**config.mk**
```make
export PLATFORM = sky130hd
export DESIGN_NAME = aes_sbox_sched
export DESIGN_NICKNAME = d
export VERILOG_FILES = /design/src/rtl/aes_sbox_sched_pkg.sv /design/src/rtl/sbox_tag_pipe.sv /design/src/rtl/aes_sbox_sched.sv
export SDC_FILE = /design/constraint.sdc
export NUM_CORES = 1
export LEC_CHECK = 0
export BUFFER_PORTS_ARGS = -buffer_cell sky130_fd_sc_hd__buf_2
export CORE_UTILIZATION = 46
export CTS_BUF_LIST = sky130_fd_sc_hd__clkbuf_8 sky130_fd_sc_hd__clkbuf_16
export DETAILED_ROUTE_END_ITERATION = 8
export GPL_TIMING_DRIVEN = 1
export PLACE_DENSITY = 0.91
export SLEW_MARGIN = 20
export SYNTH_ARGS = -nofsm -noshare
export SYNTH_HDL_FRONTEND = slang
export SYNTH_SLANG_ARGS = --single-unit
```
**constraint.sdc**
```tcl
create_clock -name ClkxCI -period 5.1 [get_ports ClkxCI]
set_input_delay 0.51 -clock ClkxCI [delete_from_list [all_inputs] [get_ports ClkxCI]]
set_output_delay 0.51 -clock ClkxCI [all_outputs]
set_load 0.005 [all_outputs]
```
**src/rtl/aes_sbox_sched_pkg.sv**
```systemverilog
`default_nettype none
// ============================================================================
// Module   : aes_sbox_sched_pkg
// Brief    : Shared types and constants for the masked S-box scheduler.
// Revision : 1.0
// ============================================================================
package aes_sbox_sched_pkg;

    typedef struct packed {
        logic valid;
        logic key;
    } tag_t;

    localparam logic SRC_KEY = 1'b1;
    localparam logic SRC_ST  = 1'b0;

    localparam int            ISSUED_W   = 5;
    localparam logic [ISSUED_W-1:0] ISSUED_MAX = 5'd31;

endpackage
`default_nettype wire

```
**src/rtl/sbox_tag_pipe.sv**
```systemverilog
`default_nettype none
// ============================================================================
// Module   : sbox_tag_pipe
// Brief    : Owner-tag delay line matching the S-box latency, plus in-flight OR.
// Revision : 1.0
// ============================================================================
module sbox_tag_pipe
    import aes_sbox_sched_pkg::*;
#(
    parameter int LATENCY = 5
) (
    input  logic clk,
    input  logic rst_n,
    input  tag_t tag_in,
    output tag_t tag_out,
    output logic any_valid
);

    tag_t r_stage [LATENCY];

    always_ff @(posedge clk or negedge rst_n) begin
        if (!rst_n) begin
            for (int i = 0; i < LATENCY; i++) begin
                r_stage[i] <= '0;
            end
        end else begin
            r_stage[0] <= tag_in;
            for (int i = 1; i < LATENCY; i++) begin
                r_stage[i] <= r_stage[i-1];
            end
        end
    end

    always_comb begin
        any_valid = 1'b0;
        for (int i = 0; i < LATENCY; i++) begin
            any_valid = any_valid | r_stage[i].valid;
        end
    end

    assign tag_out = r_stage[LATENCY-1];

endmodule
`default_nettype wire

```
**src/rtl/aes_sbox_sched.sv**
```systemverilog
`default_nettype none
// ============================================================================
// Module   : aes_sbox_sched
// Brief    : Round-robin issue of key/state masked bytes into one shared S-box.
// Revision : 1.0
// ============================================================================
module aes_sbox_sched
    import aes_sbox_sched_pkg::*;
#(
    parameter int SHARES  = 2,
    parameter int LATENCY = 5
) (
    input  logic                  ClkxCI,
    input  logic                  RstxBI,
    input  logic                  KeyReqxSI,
    input  logic [8*SHARES-1:0]   KeyXxDI,
    output logic                  KeyAckxSO,
    input  logic                  StReqxSI,
    input  logic [8*SHARES-1:0]   StXxDI,
    output logic                  StAckxSO,
    input  logic                  RndValidxSI,
    output logic                  RndTakexSO,
    output logic [8*SHARES-1:0]   SboxXxDO,
    output logic                  SboxInValidxSO,
    input  logic [8*SHARES-1:0]   SboxQxDI,
    output logic [8*SHARES-1:0]   QxDO,
    output logic                  KeyQValidxSO,
    output logic                  StQValidxSO,
    output logic                  BusyxSO,
    output logic [ISSUED_W-1:0]   IssuedxDO
);

    logic                r_last_key;
    logic [8*SHARES-1:0] r_sbox_x;
    logic                r_in_valid;
    logic                r_in_key;
    logic [ISSUED_W-1:0] r_issued;

    logic w_key_grant;
    logic w_st_grant;
    logic w_accept;
    logic w_pipe_busy;
    tag_t w_tag_in;
    tag_t w_tag_out;

    // Reset gating keeps the acks low while the block is held in reset.
    assign w_key_grant = RstxBI & RndValidxSI & KeyReqxSI & (~StReqxSI | ~r_last_key);
    assign w_st_grant  = RstxBI & RndValidxSI & StReqxSI  & (~KeyReqxSI | r_last_key);
    assign w_accept    = w_key_grant | w_st_grant;

    always_ff @(posedge ClkxCI or negedge RstxBI) begin
        if (!RstxBI) begin
            r_last_key <= SRC_ST;
            r_sbox_x   <= '0;
            r_in_valid <= 1'b0;
            r_in_key   <= SRC_ST;
            r_issued   <= '0;
        end else begin
            r_in_valid <= w_accept;
            if (w_accept) begin
                // Data only moves on accept so fresh randomness never meets stale shares.
                r_sbox_x   <= w_key_grant ? KeyXxDI : StXxDI;
                r_last_key <= w_key_grant;
                r_in_key   <= w_key_grant;
                if (r_issued != ISSUED_MAX) begin
                    r_issued <= r_issued + 1'b1;
                end
            end else begin
                r_in_key <= SRC_ST;
                if (!BusyxSO) begin
                    r_issued <= '0;
                end
            end
        end
    end

    // The tag follows the S-box input register, so it enters the delay line one cycle after accept.
    assign w_tag_in = '{valid: r_in_valid, key: r_in_key};

    sbox_tag_pipe #(
        .LATENCY (LATENCY)
    ) u_tag_pipe (
        .clk       (ClkxCI),
        .rst_n     (RstxBI),
        .tag_in    (w_tag_in),
        .tag_out   (w_tag_out),
        .any_valid (w_pipe_busy)
    );

    assign KeyAckxSO      = w_key_grant;
    assign StAckxSO       = w_st_grant;
    assign RndTakexSO     = w_accept;
    assign SboxXxDO       = r_sbox_x;
    assign SboxInValidxSO = r_in_valid;
    assign QxDO           = SboxQxDI;
    assign KeyQValidxSO   = w_tag_out.valid & w_tag_out.key;
    assign StQValidxSO    = w_tag_out.valid & ~w_tag_out.key;
    assign BusyxSO        = r_in_valid | w_pipe_busy;
    assign IssuedxDO      = r_issued;

endmodule
`default_nettype wire

```
Word level (Yosys, flattened, before mapping)
Cells that the tools add are included.
{"block": "word_totals", "ff_bits": 34, "in_bits": 53, "out_inout_bits": 44, "word_cells": 44}
{"block": "classes", "addsub": 1, "eq_ne": 3, "muxes": 5, "bitwise_logic": 19, "reduce_logical": 1}
{"cell": "2-to-1 mux 16 bit", "n": 1}
{"cell": "2-to-1 mux 5 bit", "n": 3}
{"cell": "bitwise OR 1 bit", "n": 8}
{"cell": "bitwise AND 1 bit", "n": 7}
{"cell": "adder 5 x 1 -> 5 bit, second input constant", "n": 1}
{"cell": "!= test 5 bit, second input constant", "n": 1}
{"cell": "!= test 2 x 1 -> 1 bit, second input constant", "n": 2}
{"cell": "NOT 1 bit", "n": 4}
{"cell": "AND reduction 2 bit", "n": 1}
{"cell": "2-to-1 mux 1 bit", "n": 1}

Logic depth before layout (Yosys ltp)
{"block": "depth", "ltp_word": 7, "ltp_mapped": 6, "ltp_nobuf": 6}

Hierarchy
A second synthesis with hierarchy kept.
{"block": "unflattened", "cells_unflattened": 161, "hier_area_um2": 1609.0}
{"mod": "aes_sbox_sched", "n_inst": 1, "cells_each": 146, "area_per_inst_um2": 1331.3, "seq_area_each_um2": 600.6}
{"mod": "sbox_tag_pipe", "n_inst": 1, "cells_each": 15, "area_per_inst_um2": 277.8, "seq_area_each_um2": 250.2}

Least setup slack after synthesis
Ideal clock, no wire load.
{"block": "synth_timing", "kind": "register to output", "startpoint": "reg u_tag_pipe.r_stage[5] in the netlist's numbering", "endpoint": "out BusyxSO", "t_arrival_ns": 1.209, "t_required_ns": 4.590, "slack_ns": 3.381, "stages_incl_launch_ff": 3, "path_buffers": 0, "path_cell_list": "dfrtp_1 -> or4_4 -> or3_1"}
{"block": "synth_between", "elab_chain_cells": 4}
{"item": "start, declared", "line": "sbox_tag_pipe.sv:19", "rtl": "tag_t r_stage [LATENCY];"}
{"item": "start signal, assigned by index", "line": "sbox_tag_pipe.sv:29", "rtl": "r_stage[i] <= r_stage[i-1];"}
{"item": "bitwise OR 1 bit (3 in a row)", "line": "sbox_tag_pipe.sv:37", "rtl": "any_valid = any_valid | r_stage[i].valid;"}
{"item": "bitwise OR 1 bit", "line": "aes_sbox_sched.sv:98", "rtl": "assign BusyxSO = r_in_valid | w_pipe_busy;"}
{"item": "end, declared", "line": "aes_sbox_sched.sv:29", "rtl": "output logic BusyxSO,"}
No other way between the ends.

Worst setup path after layout
{"block": "layout_timing", "startpoint": "in RstxBI", "endpoint": "out KeyAckxSO"}
{"block": "layout_between", "elab_chain_cells": 3}
{"item": "start, declared", "line": "aes_sbox_sched.sv:14", "rtl": "input logic RstxBI,"}
{"item": "bitwise AND 1 bit (3 in a row)", "line": "aes_sbox_sched.sv:47", "rtl": "assign w_key_grant = RstxBI & RndValidxSI & KeyReqxSI & (~StReqxSI | ~r_last_key);"}
{"item": "end, declared", "line": "aes_sbox_sched.sv:17", "rtl": "output logic KeyAckxSO,"}
No other way between the ends.

==> results.sh <==
export IMPL_status="completed"
export IMPL_nNetsFinal=262
export IMPL_synthTopCellsByArea="dfrtp_1, buf_4, a31oi_1, a21oi_1, o21ai_0"
export IMPL_synth_nets=216
export IMPL_highest_layer="met4"
export IMPL_cp_data_required_time_ns=4.59
export IMPL_num_fill_cells=291
export IMPL_clock_sinks=34
export IMPL_holdWs_ns=0.312
export IMPL_min_path_type="in2async"
export IMPL_finalSetupViolCount=0
export IMPL_end_kind="output pin"
export IMPL_rsz0062_at_grt="no"
export IMPL_cts_root_buf="clkbuf_8"
export IMPL_clockBufferDepth=2
export IMPL_final_max_slew_viol_count=0
export IMPL_fmax_ghz=0.381
export IMPL_placed_cells=244
export IMPL_first_global_vias=1197
export IMPL_post_place_ws_ns=2.43
export IMPL_vias=1353
export IMPL_dieWidth_um=60.5
export IMPL_drive_above_1_share_pct=36.1
export IMPL_first_pass_iters=5
export IMPL_post_cts_resized=0
export IMPL_tightest_slew_ns=0.793
export IMPL_start_util_pct=50.0
export IMPL_grt_use_total_pct=20.7
export IMPL_antenna_left=0
export IMPL_place_hpwl_mm=2.32
export IMPL_leakage_nw=0.959
export IMPL_h_tree_depth=2
export IMPL_syn_inst=161
export IMPL_clock_latency_ns=0.28
export IMPL_crit_arrival_ns=2.11
export IMPL_period_needed_ns=2.62
export IMPL_io_pins=97
export IMPL_syn_avg_cell_area_um2=9.79
export IMPL_synth_seq_cells=34
export IMPL_grt_start_max_net_pins=39
export IMPL_port_buffer_count=64
export IMPL_cts_buffers=5
export IMPL_yosysUniqueCellTypes=28
export IMPL_place_congestion=0.848
export IMPL_drt_iter0_markers=76
export IMPL_cp_common_cell="buf_2"
export IMPL_clk_pin_slew_worst_paths_ns=0.07
export IMPL_stdcell_count=252
export IMPL_synthDominantCellAreaShare_pct=54.0
export IMPL_drc_errors=0
export IMPL_cap_violations=0
export IMPL_skew_ns=0.00473
export IMPL_hold_viol=0
export IMPL_async_flop_share_pct=100
export IMPL_wirelength_met1_mm=1.59
export IMPL_r2r_setup_slack_ns=3.28
export IMPL_cp_start_kind="primary input"
export IMPL_wl_per_cell_um=13.7
export IMPL_yosysWarnings=0
export IMPL_cts_setup_buffers=0
export IMPL_grt_ovfl_total=0
export IMPL_p_per_area_nw_per_um2=359
export IMPL_critPathMaxStageDelay_ns=0.62
export IMPL_synth_edf_count=0
export IMPL_crit_family="simple AND/OR/NAND/NOR gates"
export IMPL_cts_tree="yes"
export IMPL_cts_hold_buf=0
export IMPL_finalSetupTns_ns=0
export IMPL_ys_seq_area_share_pct=54.0
export IMPL_max_vdd_ir_drop_uv=206
export IMPL_yosys_top_cells_count="dfrtp_1, nor2_1, a31oi_1, a21oi_1"
export IMPL_path_class="in2out"
export IMPL_grt_pass1_wl_mm=5.40
export IMPL_syn_area_um2=1580
export IMPL_dieArea_um2=3670
export IMPL_rows=20
export IMPL_dieHeight_um=60.5
export IMPL_synth_largest_area_cell="dfrtp_1"
export IMPL_setup_slack_ns=2.48
export IMPL_coreArea_um2=3150
export IMPL_fin_crit_sh_pct=51.5
export IMPL_layout_area_overhead_vs_synth_pct=20.0
export IMPL_diodes=0
export IMPL_yosysMostFrequentCell="dfrtp_1"
export IMPL_worst_path_max_fanout=38
export IMPL_critPathBufInv=2
export IMPL_path_cells="buf_2 -> nand3_1 -> nor2_1 -> buf_2"
export IMPL_drt_wl_total_mm=3.45
export IMPL_relSlewSlack_pct=47.1
export IMPL_wl_met2_mm=1.55
export IMPL_antenna_found_initial=0
export IMPL_wl_met3_um=243
export IMPL_crit_path_top_delay_cell="nand3_1"
export IMPL_via_per_inst=5.37
export IMPL_synthFlopType="dfrtp_1"
cells by family after synthesis:
logic type / count (synthesis) / share of synthesized area, %
AO/OA/AOI/OAI: 61 / 22.6
AND/OR/NAND/NOR: 35 / 10.8
flip-flops: 34 / 54.0
buffers and inverters: 29 / 11.0
adder cells (fa/ha/maj): 2 / 1.59
worst register-to-register path: stages (launching register included):
cell	delay, ns
dfrtp_1	0.43
ha_1	0.24
and3_1	0.19
ha_1	0.22
nand4b_1	0.21
and3_1	0.20
a211o_1	0.22
cell usage in the layout (no fill, tap or decap), drive strengths merged, types with 2 or more instances in the layout:
cell type	instances
nor2	19
a31oi	18
a21oi	17
and3	5
dfrtp	34
nand3	2
nand2	2
buf	65
ha	2
inv	3
clkbuf	6
a221o	2
and2	2
o21ai	18
power by group:
part / switching [mW] / internal [mW] / total, mW
clock network: 0.0954 / 0.108 / 0.204
logic: 0.0706 / 0.0658 / 0.136
registers: 0.0306 / 0.309 / 0.340
sequential cells by signal (all words and copies together) (netlist names):
signal and flops:
SboxInValidxSO 1, u_tag_pipe.r_stage 8, r_last_key 1, IssuedxDO 5, r_in_key 1, u_tag_pipe.tag_out 2
SboxXxDO 16
routing by layer:
metal  vias to the layer above  global-route usage, %
li1                        654                      -
met2                        57                   30.8
met4                         0                   12.7
met1                       633                   27.5
met5                         -                      0
met3                         9                   5.12
final timing paths:
check / cells past startpoint / from / endpoint
max in group asynchronous: 1 / RstxBI / u_tag_pipe.r_stage[3]
setup / recovery: 4 / RstxBI / KeyAckxSO
setup reg to reg: 6 / IssuedxDO[0] / IssuedxDO[3]
hold reg to reg: 0 / u_tag_pipe.r_stage[8] / u_tag_pipe.r_stage[6]
hold / removal: 1 / RstxBI / u_tag_pipe.tag_out[1]
min in group ClkxCI: 0 / u_tag_pipe.r_stage[8] / u_tag_pipe.r_stage[6]
area by class of cell:
class	count	area (µm²)	share of cell area, %
Sequential cell	34	851	45.0
Multi-Input combinational cell	98	552	29.2
Timing Repair Buffer	65	328	17.3
Clock buffer	6	82.6	4.37
Tap cell	44	55.1	2.91
Clock inverter	2	12.5	0.661
Inverter	3	11.3	0.595
metrics by stage:
stage,instance area (µm²),util (%),power (mW)
after global routing,1890,60.0,0.719
final,1890,60.0,0.680
after CTS,1890,60.0,0.684
after global placement,1800,57.0,0.477
after detailed placement,1800,57.0,0.481
after floorplan,1580,-,0.421
Power figures use the tool's default switching activity.
